$ cat src/rtl/intr_ctrl.sv
// Eight-source edge-triggered interrupt controller with a memory-mapped
// PEND/MASK/ID/EOI window and a single-level IDLE/REQ/SERVICE handshake.
module intr_ctrl #(
    parameter logic [31:0] BASE_ADDR = 32'h1100_0100,
    parameter int          NSRC      = 8
) (
    input  logic            clk,
    input  logic            rst_n,
    input  logic [NSRC-1:0] irq,
    input  logic            int_taken,
    input  logic [31:0]     io_addr,
    input  logic            io_wr,
    input  logic [31:0]     io_wd,
    output logic [31:0]     io_rd,
    output logic            intr,
    output logic [1:0]      fsm_state
);

    localparam logic [1:0] IDLE    = 2'd0;
    localparam logic [1:0] REQ     = 2'd1;
    localparam logic [1:0] SERVICE = 2'd2;

    logic [1:0]      state, state_nxt;
    logic [NSRC-1:0] sync1, sync2, prev, armed;
    logic [1:0]      vld;
    logic [NSRC-1:0] edge_det;
    logic [NSRC-1:0] pend, pend_nxt, mask, mask_nxt, pend_masked, take_onehot;
    logic [2:0]      id_src, take_idx;
    logic            id_act;
    logic            wr_pend, wr_mask, wr_eoi, take;

    assign wr_pend = io_wr && (io_addr == BASE_ADDR);
    assign wr_mask = io_wr && (io_addr == BASE_ADDR + 32'd4);
    assign wr_eoi  = io_wr && (io_addr == BASE_ADDR + 32'd12);

    // A line only arms once it has been seen low after reset, so levels
    // already high at reset release never count as a rising edge.
    always_ff @(posedge clk or negedge rst_n) begin
        if (!rst_n) begin
            sync1 <= '0;
            sync2 <= '0;
            prev  <= '0;
            armed <= '0;
            vld   <= '0;
        end else begin
            sync1 <= irq;
            sync2 <= sync1;
            prev  <= sync2;
            vld   <= {vld[0], 1'b1};
            armed <= armed | ({NSRC{vld[1]}} & ~sync2);
        end
    end

    assign edge_det    = sync2 & ~prev & armed;
    assign pend_masked = pend & mask;
    assign take        = (state == REQ) && int_taken && (pend_masked != '0);

    always_comb begin
        take_idx = '0;
        for (int i = NSRC - 1; i >= 0; i--) begin
            if (pend_masked[i]) take_idx = i[2:0];
        end
    end

    assign take_onehot = NSRC'(1) << take_idx;
    assign mask_nxt    = wr_mask ? io_wd[NSRC-1:0] : mask;

    // Edge set is applied last so it wins over W1C and the take clear.
    always_comb begin
        pend_nxt = pend;
        if (wr_pend) pend_nxt = pend_nxt & ~io_wd[NSRC-1:0];
        if (take)    pend_nxt = pend_nxt & ~take_onehot;
        pend_nxt = pend_nxt | edge_det;
    end

    always_comb begin
        state_nxt = state;
        case (state)
            IDLE:    if (pend_masked != '0) state_nxt = REQ;
            REQ: begin
                if (take)                              state_nxt = SERVICE;
                else if ((pend_nxt & mask_nxt) == '0)  state_nxt = IDLE;
            end
            SERVICE: if (wr_eoi) state_nxt = IDLE;
            default: state_nxt = IDLE;
        endcase
    end

    always_ff @(posedge clk or negedge rst_n) begin
        if (!rst_n) begin
            state  <= IDLE;
            pend   <= '0;
            mask   <= '0;
            id_src <= '0;
            id_act <= 1'b0;
        end else begin
            state <= state_nxt;
            pend  <= pend_nxt;
            mask  <= mask_nxt;
            if (take) begin
                id_src <= take_idx;
                id_act <= 1'b1;
            end else if ((state == SERVICE) && wr_eoi) begin
                id_act <= 1'b0;
            end
        end
    end

    assign intr      = (state == REQ);
    assign fsm_state = state;

    always_comb begin
        io_rd = '0;
        if (io_addr == BASE_ADDR)                io_rd[NSRC-1:0] = pend;
        else if (io_addr == BASE_ADDR + 32'd4)   io_rd[NSRC-1:0] = mask;
        else if (io_addr == BASE_ADDR + 32'd8)   io_rd = {id_act, 28'd0, id_src};
    end

endmodule

$ cat config.mk
export PLATFORM = sky130hd
export DESIGN_NAME = intr_ctrl
export DESIGN_NICKNAME = d
export VERILOG_FILES = /design/src/rtl/intr_ctrl.sv
export SDC_FILE = /design/constraint.sdc
export NUM_CORES = 1
export LEC_CHECK = 0
export CAP_MARGIN = 0
export CORE_ASPECT_RATIO = 0.7
export CORE_MARGIN = 8
export CORE_UTILIZATION = 30
export DETAILED_ROUTE_END_ITERATION = 16
export SETUP_SLACK_MARGIN = 0.2
export SLEW_MARGIN = 40
export SYNTH_ARGS = -nofsm -noshare
export SYNTH_HDL_FRONTEND = slang
export SYNTH_SLANG_ARGS = --single-unit
$ cat constraint.sdc
create_clock -name clk -period 2.1 [get_ports clk]
set_input_delay 0.315 -clock clk [delete_from_list [all_inputs] [get_ports clk]]
set_output_delay 0.315 -clock clk [all_outputs]
set_load 0.01 [all_outputs]
==> results of run 1 <==
cell type report:
class | count | area [sq um] | share of cell area, %
Sequential cell | 56 | 1400 | 34.1
Clock buffer | 6 | 129 | 3.13
Inverter | 20 | 75.1 | 1.83
Multi-Input combinational cell | 175 | 1330 | 32.2
Tap cell | 124 | 155 | 3.77
Clock inverter | 2 | 16.3 | 0.395
Timing Repair Buffer | 122 | 1010 | 24.6
repair_timing:
action,in CTS,in global routing
buffers inserted,12,1
endpoints found under the setup margin,15,10
endpoints found under the hold margin,0,0
pin swaps,14,9
resized for setup,155,26
flip-flops by register name, indices dropped and copies added (netlist names):
register,flops
sync1,8
mask,8
prev,8
fsm_state,2
vld,2
id_src,3
sync2,8
id_act,1
armed,8
pend,8
worst reg2reg max path, cell delays in order, from the launching register on:
cell and delay (ns):
dfrtp_1 0.45, a22oi_1 0.30, nand4_1 0.19, o21ai_1 0.28, o22ai_2 0.15, a2111oi_4 0.36
a311oi_1 0.13
synthesized netlist by cell type (2+ instances only):
master / n / area, sq um
nor3_1: 8 / 40.0
a22oi_1: 6 / 45.0
dfrtp_1: 56 / 1400
nor2_1: 12 / 45.0
o22ai_1: 2 / 12.5
a21o_1: 9 / 67.6
o31ai_2: 2 / 25.0
o31ai_1: 6 / 45.0
and4_4: 2 / 22.5
inv_1: 20 / 75.1
and2_1: 2 / 12.5
o21ai_0: 5 / 25.0
conb_1: 2 / 7.51
a32o_1: 2 / 20.0
nand2_1: 28 / 105
mux2_4: 2 / 30.0
a21oi_1: 10 / 50.1
nand3_1: 5 / 25.0
mux2_2: 3 / 33.8
nand3b_1: 3 / 22.5
mux2i_1: 8 / 80.1
a311oi_1: 2 / 17.5
nor4_2: 5 / 62.6
nor4_1: 3 / 18.8
nand4_1: 8 / 50.1
buf_4: 24 / 180
nor4b_2: 2 / 30.0
buf_2: 2 / 10.0
clkbuf_1: 4 / 15.0
nor2b_1: 2 / 12.5
a31oi_1: 2 / 12.5
stage by stage:
stage	hold WS, ns	cell area [sq um]	cells
global placement	0.332	3820	484
CTS	0.0158	4020	504
global route	0.0349	4110	505
detailed placement	0.337	3820	484
floorplan	0.0194	2880	282
finish	0.00484	4110	505
cell families after synthesis:
group / count (synthesis) / synth area share [%]
and+or+nand+nor: 84 / 17.6
DFF: 56 / 51.5
AOI/OAI and AO/OA: 54 / 14.7
buffers and inverters: 51 / 10.7
muxes: 13 / 5.29
other: 2 / 0.276
power groups by stage:
stage | Clock (uW) | Sequential [uW] | Combinational [uW]
6_report | 828 | 1120 | 235
3_5_place_dp | 0 | 1140 | 232
2_1_floorplan | 0 | 1130 | 97.2
4_1_cts | 859 | 1120 | 227
3_3_place_gp | 0 | 1140 | 230
5_1_grt | 901 | 1120 | 256
metal layers:
| metal | vias to the layer above | wire (microns) | track usage (%) |
|---|---|---|---|
| met4 | 0 | 80 | 3.75 |
| met1 | 1112 | 3620 | 17.3 |
| met5 | - | 0 | 0 |
| met3 | 7 | 707 | 4.08 |
| li1 | 1115 | - | - |
| met2 | 85 | 3480 | 19.3 |
path summary, 6_finish.rpt:
path	to	startpoint	slack, ns	cells past startpoint
worst max-delay path	fsm_state[0]	pend[4]	0.11	6
worst min-delay path	sync2[5]	rst_n	0.005	2
worst max register to register	fsm_state[0]	pend[4]	0.11	6
worst min register to register	sync2[4]	sync1[4]	0.35	0
max in group asynchronous	mask[2]	rst_n	1.83	2
min in group clk	sync2[4]	sync1[4]	0.35	0
==> key figures, run 1 <==
Detailed routing
  – DRC Markers: 0
  – Drt wl/cell: ~16 microns
  – Wirelength, routed: ~7900 microns
  – Total number of vias: between 2,000 and 2,500
  – Drt first pass iters: 4
  – Post-route ant nets: 0
  – Avg Vias per Cell: between 4 and 5
  – Number of DRC violations after detailed-routing iteration 0: 188

Setup path
  – CP Buf/Inv Count: 0
  – Crit. End Element: register
  – Critical path's slowest cell: dfrtp_1
  – Crit-path cells: a22oi_1, nand4_1, o21ai_1, o22ai_2, a2111oi_4, a311oi_1
  – CP max FO: 5
  – Crit path kind: register to register
  – Top delay family on crit path: compound AO/OA/AOI/OAI gates
  – Startpoint class of the critical path: register
  – CP required: between 2 and 2.5 ns
  – Slowest stage delay, CP: roughly 0.45 ns
  – CP arrival: 2.16 ns

Timing
  – Setup violators final: 0
  – Fmax achieved: between 500 and 600 MHz
  – Final worst-path cycle share: a little over nine tenths
  – Worst setup margin: about 0.11 ns
  – Final hold viol count: 0
  – Final Max Tran Viols: 0
  – Min Tclk post-route: between 1.5 and 2 ns
  – Setup Skew: roughly 0.0070 ns
  – RSZ-0062 raised after global routing: true
  – TNS Setup: 0 ns

Power and ir drop
  – Static leakage: 0.00191 uW
  – Comb pwr share: between 10% and 20%
  – Reg power frac: between 50% and 60%
  – Power per Cell Area: about 530 nW/um^2
  – Power Internal: 1670 uW
  – VDD IR max: 313 uV
  – Clock Power Share: 38.0%
  – Pwr Total: between 2000 and 2500 uW
  – Sw Ratio: around a quarter
  – Sw Pwr: a little over 500 uW

Synth
  – Mapped cell area: ~2700 sq um
  – Gate Count Post-Synth: between 200 and 300
  – Yosys Warn Count: 0
  – Distinct cells, synth: 44
  – Post-synthesis sequential area ratio: ~51%
  – Fraction of registers with async set/reset: 100%
  – Seq cells post-synth: 56
  – Synth Flop Type: dfrtp_1
  – Number of flops mapped to enable cells by yosys: 0
  – Syn_area_per_cell: around 10 sq um

Global route
  – First-pass GRT wire length: roughly 12,000 microns
  – Total GRT Usage: between 10% and 20%
  – Initial antenna violation count: 0
  – Final global-route overflow total: 0
  – Largest net degree at the start of global routing: 57
  – Number of global-route vias before repair: between 2,000 and 2,500

CTS
  – CTS buffer count: 5
  – Clk slew on worst S/H paths: ~0.070 ns
  – H-tree depth: 2
  – CTS tree: built
  – CTS Buffer Depth: 2
  – Clk_lat worst skew: 0.30 ns
  – Clk root buf: clkbuf_16
  – Clock tree sinks: 56
  – Hold buffers post-CTS: 0

Layout
  – Ratio of cells with drive above 1 in the final layout: roughly 37%
  – Area Growth Syn to Fin: 51.1%
  – Layout Nets: 456
  – # fillers: slightly below 900
  – Commonest non-fill, non-tap cell in the layout: dfrtp_1
  – Commonest cells after routing, fill and taps aside: dfrtp_1, buf_4, nand2_1
  – Final Core Density: 46.1%
  – Number of diodes: 0

Floorplan
  – Initial Util: a little under a third
  – Std cell rows: 29
  – Die Y-Extent: about 96 microns
  – Core box area: around 9000 sq um
  – Die area: 12,400 sq um
  – Die W: approximately 130 microns
  – Ports: ~110

Placement
  – Detail Placement HPWL: roughly 6000 microns
  – RD Place Congestion: between 0.8 and 0.9
  – PortBufs: 63
  – Placement Setup Slack: -0.594 ns

Job
  – Max-Cap Viols: 0

Status
  – Status: completed

Hold path
  – Min-Delay Path Class: input pin to asynchronous set/reset pin
No activity file was read; power rests on OpenSTA's default activity.
==> run 2: changes to the inputs <==
Settings changed: CORE_MARGIN 8 to 2.
==> run 2 against run 1 <==
  * Sequential share of layout area shrank 2.1 points
  * Worst hold slack gained 0.0037 ns
  * Sequential power about the same
  * Combinational power increased by 7%
  * Non-clock buffer count did not move
  * Global-route usage up 2.3 points
  * Routed wire length decreased by 4.8%
  * Clock skew grew 0.0014 ns
  * Via count is 0.22% lower
  * Die area fell by 21%
  * Total power increased by 1.1%
  * Core utilization up 3.0 points
  * Largest cell class is now multi-input gates
==> key figures, run 2 (same netlist as run 1, synthesis figures left out) <==
Timing
  – Final hold viol count: 0
  – Setup violators final: 0
  – RSZ-0062 raised after global routing: true
  – Setup Skew: between 0.008 and 0.009 ns
  – Fmax achieved: 504 MHz
  – Worst hold slack: 0.00854 ns
  – Final Max Tran Viols: 0
  – Final worst-path cycle share: a little over nine tenths
  – TNS Setup: 0 ns
  – Min Tclk post-route: just under 2 ns

Placement
  – RD Place Congestion: approximately 0.83
  – Inst Count DP: slightly below 500
  – Detail Placement HPWL: between 5000 and 6000 microns
  – Post-Place Cell Area: ~3800 sq um
  – PortBufs: 63

CTS
  – Clk_lat worst skew: approximately 0.30 ns
  – Clk slew on worst S/H paths: 0.07 ns
  – CTS Buffer Depth: 2
  – Clock tree sinks: 56
  – H-tree depth: 2
  – Clk root buf: clkbuf_16
  – CTS tree: built
  – CTS buffer count: 5

Power and ir drop
  – Pwr Total: ~2200 uW
  – Static leakage: a little over 0.002 uW
  – Power per Cell Area: 503 nW/um^2
  – VDD IR max: 353 uV

Detailed routing
  – Post-route ant nets: 0
  – Total number of vias: about 2,300
  – Number of DRC violations after detailed-routing iteration 0: between 90 and 100
  – Wirelength, routed: between 7000 and 8000 microns
  – Avg Vias per Cell: between 4 and 5
  – Drt wl/cell: about 15 microns
  – Drt first pass iters: 5
  – DRC Markers: 0

Layout
  – Commonest cells after routing, fill and taps aside: dfrtp_1, buf_4, nand2_1, conb_1, buf_2
  – # fillers: between 800 and 900
  – Number of diodes: 0
  – Area Growth Syn to Fin: 61.0%
  – Layout Cell Area excl Fill: between 4000 and 5000 sq um
  – Non-filler cells in the finished layout: 505
  – Ratio of cells with drive above 1 in the final layout: slightly above 40%
  – Layout Nets: roughly 460
  – Commonest non-fill, non-tap cell in the layout: dfrtp_1

Setup path
  – Worst reg2reg endpoint: fsm_state[0]
  – CP required: around 2.3 ns
  – Crit-path cells: a22oi_1, nand4_1, o21ai_1, o22ai_2, a2111oi_4, a311oi_1
  – CP Depth: 6
  – Crit path kind: register to register
  – CP arrival: ~2.2 ns
  – Critical path's slowest cell: dfrtp_1
  – Crit. End Element: register
  – RR Startpoint: pend[4]
  – R2R Setup Slk: 0.11 ns
  – Worst Reg2Reg Path Length in Cells: 6
  – Startpoint class of the critical path: register
  – CP Buf/Inv Count: 0
  – Top delay family on crit path: compound AO/OA/AOI/OAI gates
  – CP max FO: 5
  – Slowest stage delay, CP: 0.45 ns

Floorplan
  – Core box area: roughly 8900 sq um
  – Die Y-Extent: between 80 and 90 microns
  – Std cell rows: 29
  – Die W: approximately 120 microns
  – Ports: ~110
  – Initial Util: just over 30%
  – Die area: 9860 sq um

Hold path
  – Min-Delay Path Class: input pin to asynchronous set/reset pin

Global route
  – Total GRT Usage: ~15%
  – Final global-route overflow total: 0
  – Initial antenna violation count: 0
  – Number of global-route vias before repair: roughly 2,300
  – Largest net degree at the start of global routing: 57
  – First-pass GRT wire length: around 12,000 microns

Status
  – Status: completed

Job
  – Max-Cap Viols: 0
-- run 2: cell types whose count changed in the layout (fill, tap and decap cells not counted), sizes merged --
cell	delta
dlygate4sd2	+2
dlymetal6s2s	+4
buf	-4
clkdlybuf4s50	-2
-- run 2: how the worst max path moves through the flow --
| stage | from | end | slack, ns |
|---|---|---|---|
| 5_1_grt | fsm_state[1] | fsm_state[0] | 0.08 |
| 3_3_place_gp | io_addr[25] | io_rd[6] | -0.54 |
| 3_5_place_dp | io_addr[25] | io_rd[3] | -0.57 |
| 6_report | pend[4] | fsm_state[0] | 0.11 |
| 4_1_cts | io_addr[17] | fsm_state[0] | 0.12 |
| 2_1_floorplan | io_addr[25] | fsm_state[0] | 0.12 |
-- run 2: cell type report --
class	count	area [sq um]	area share, %
Multi-Input combinational cell	175	1550	35.4
Timing Repair Buffer	122	1050	24.1
Clock inverter	2	16.3	0.371
Clock buffer	6	129	2.94
Inverter	20	75.1	1.71
Tap cell	124	155	3.54
Sequential cell	56	1400	32.0
-- run 2: report_power, final --
group	switching, uW	total (uW)	internal, uW
combinational	128	251	123
sequential	12.5	1120	1100
clock	391	837	446
total	531	2200	1670
-- run 2: per-stage QoR --
| step | setup slack [ns] | util (%) |
|---|---|---|
| final | 0.115 | 49.1 |
| after global routing | 0.0753 | 49.1 |
| after CTS | 0.120 | 45.5 |
| after detailed placement | -0.574 | 42.9 |
| after global placement | -0.544 | 42.9 |
| after floorplan | 0.119 | - |
-- run 2: layer usage --
metal | track usage (%) | share of wire [%]
met1 | 21.2 | 47
met2 | 22.4 | 45
met3 | 4.37 | 7.2
met4 | 4.93 | 1.1
met5 | 0 | 0
-- run 2: timing repair --
item                                    in CTS  in global routing
setup buffers                                7                  3
hold buffers                                 0                  0
cloned                                       0                  1
pin swaps                                   14                 20
endpoints found under the setup margin      14                 11
resized for setup                          155                 59
-- run 2: worst register-to-register path: cells and delay by family (launching register included) --
kind / cells / cell delay, ns
AO/OA/AOI/OAI: 5 / 1.22
AND/OR/NAND/NOR: 1 / 0.18
flip-flops: 1 / 0.45
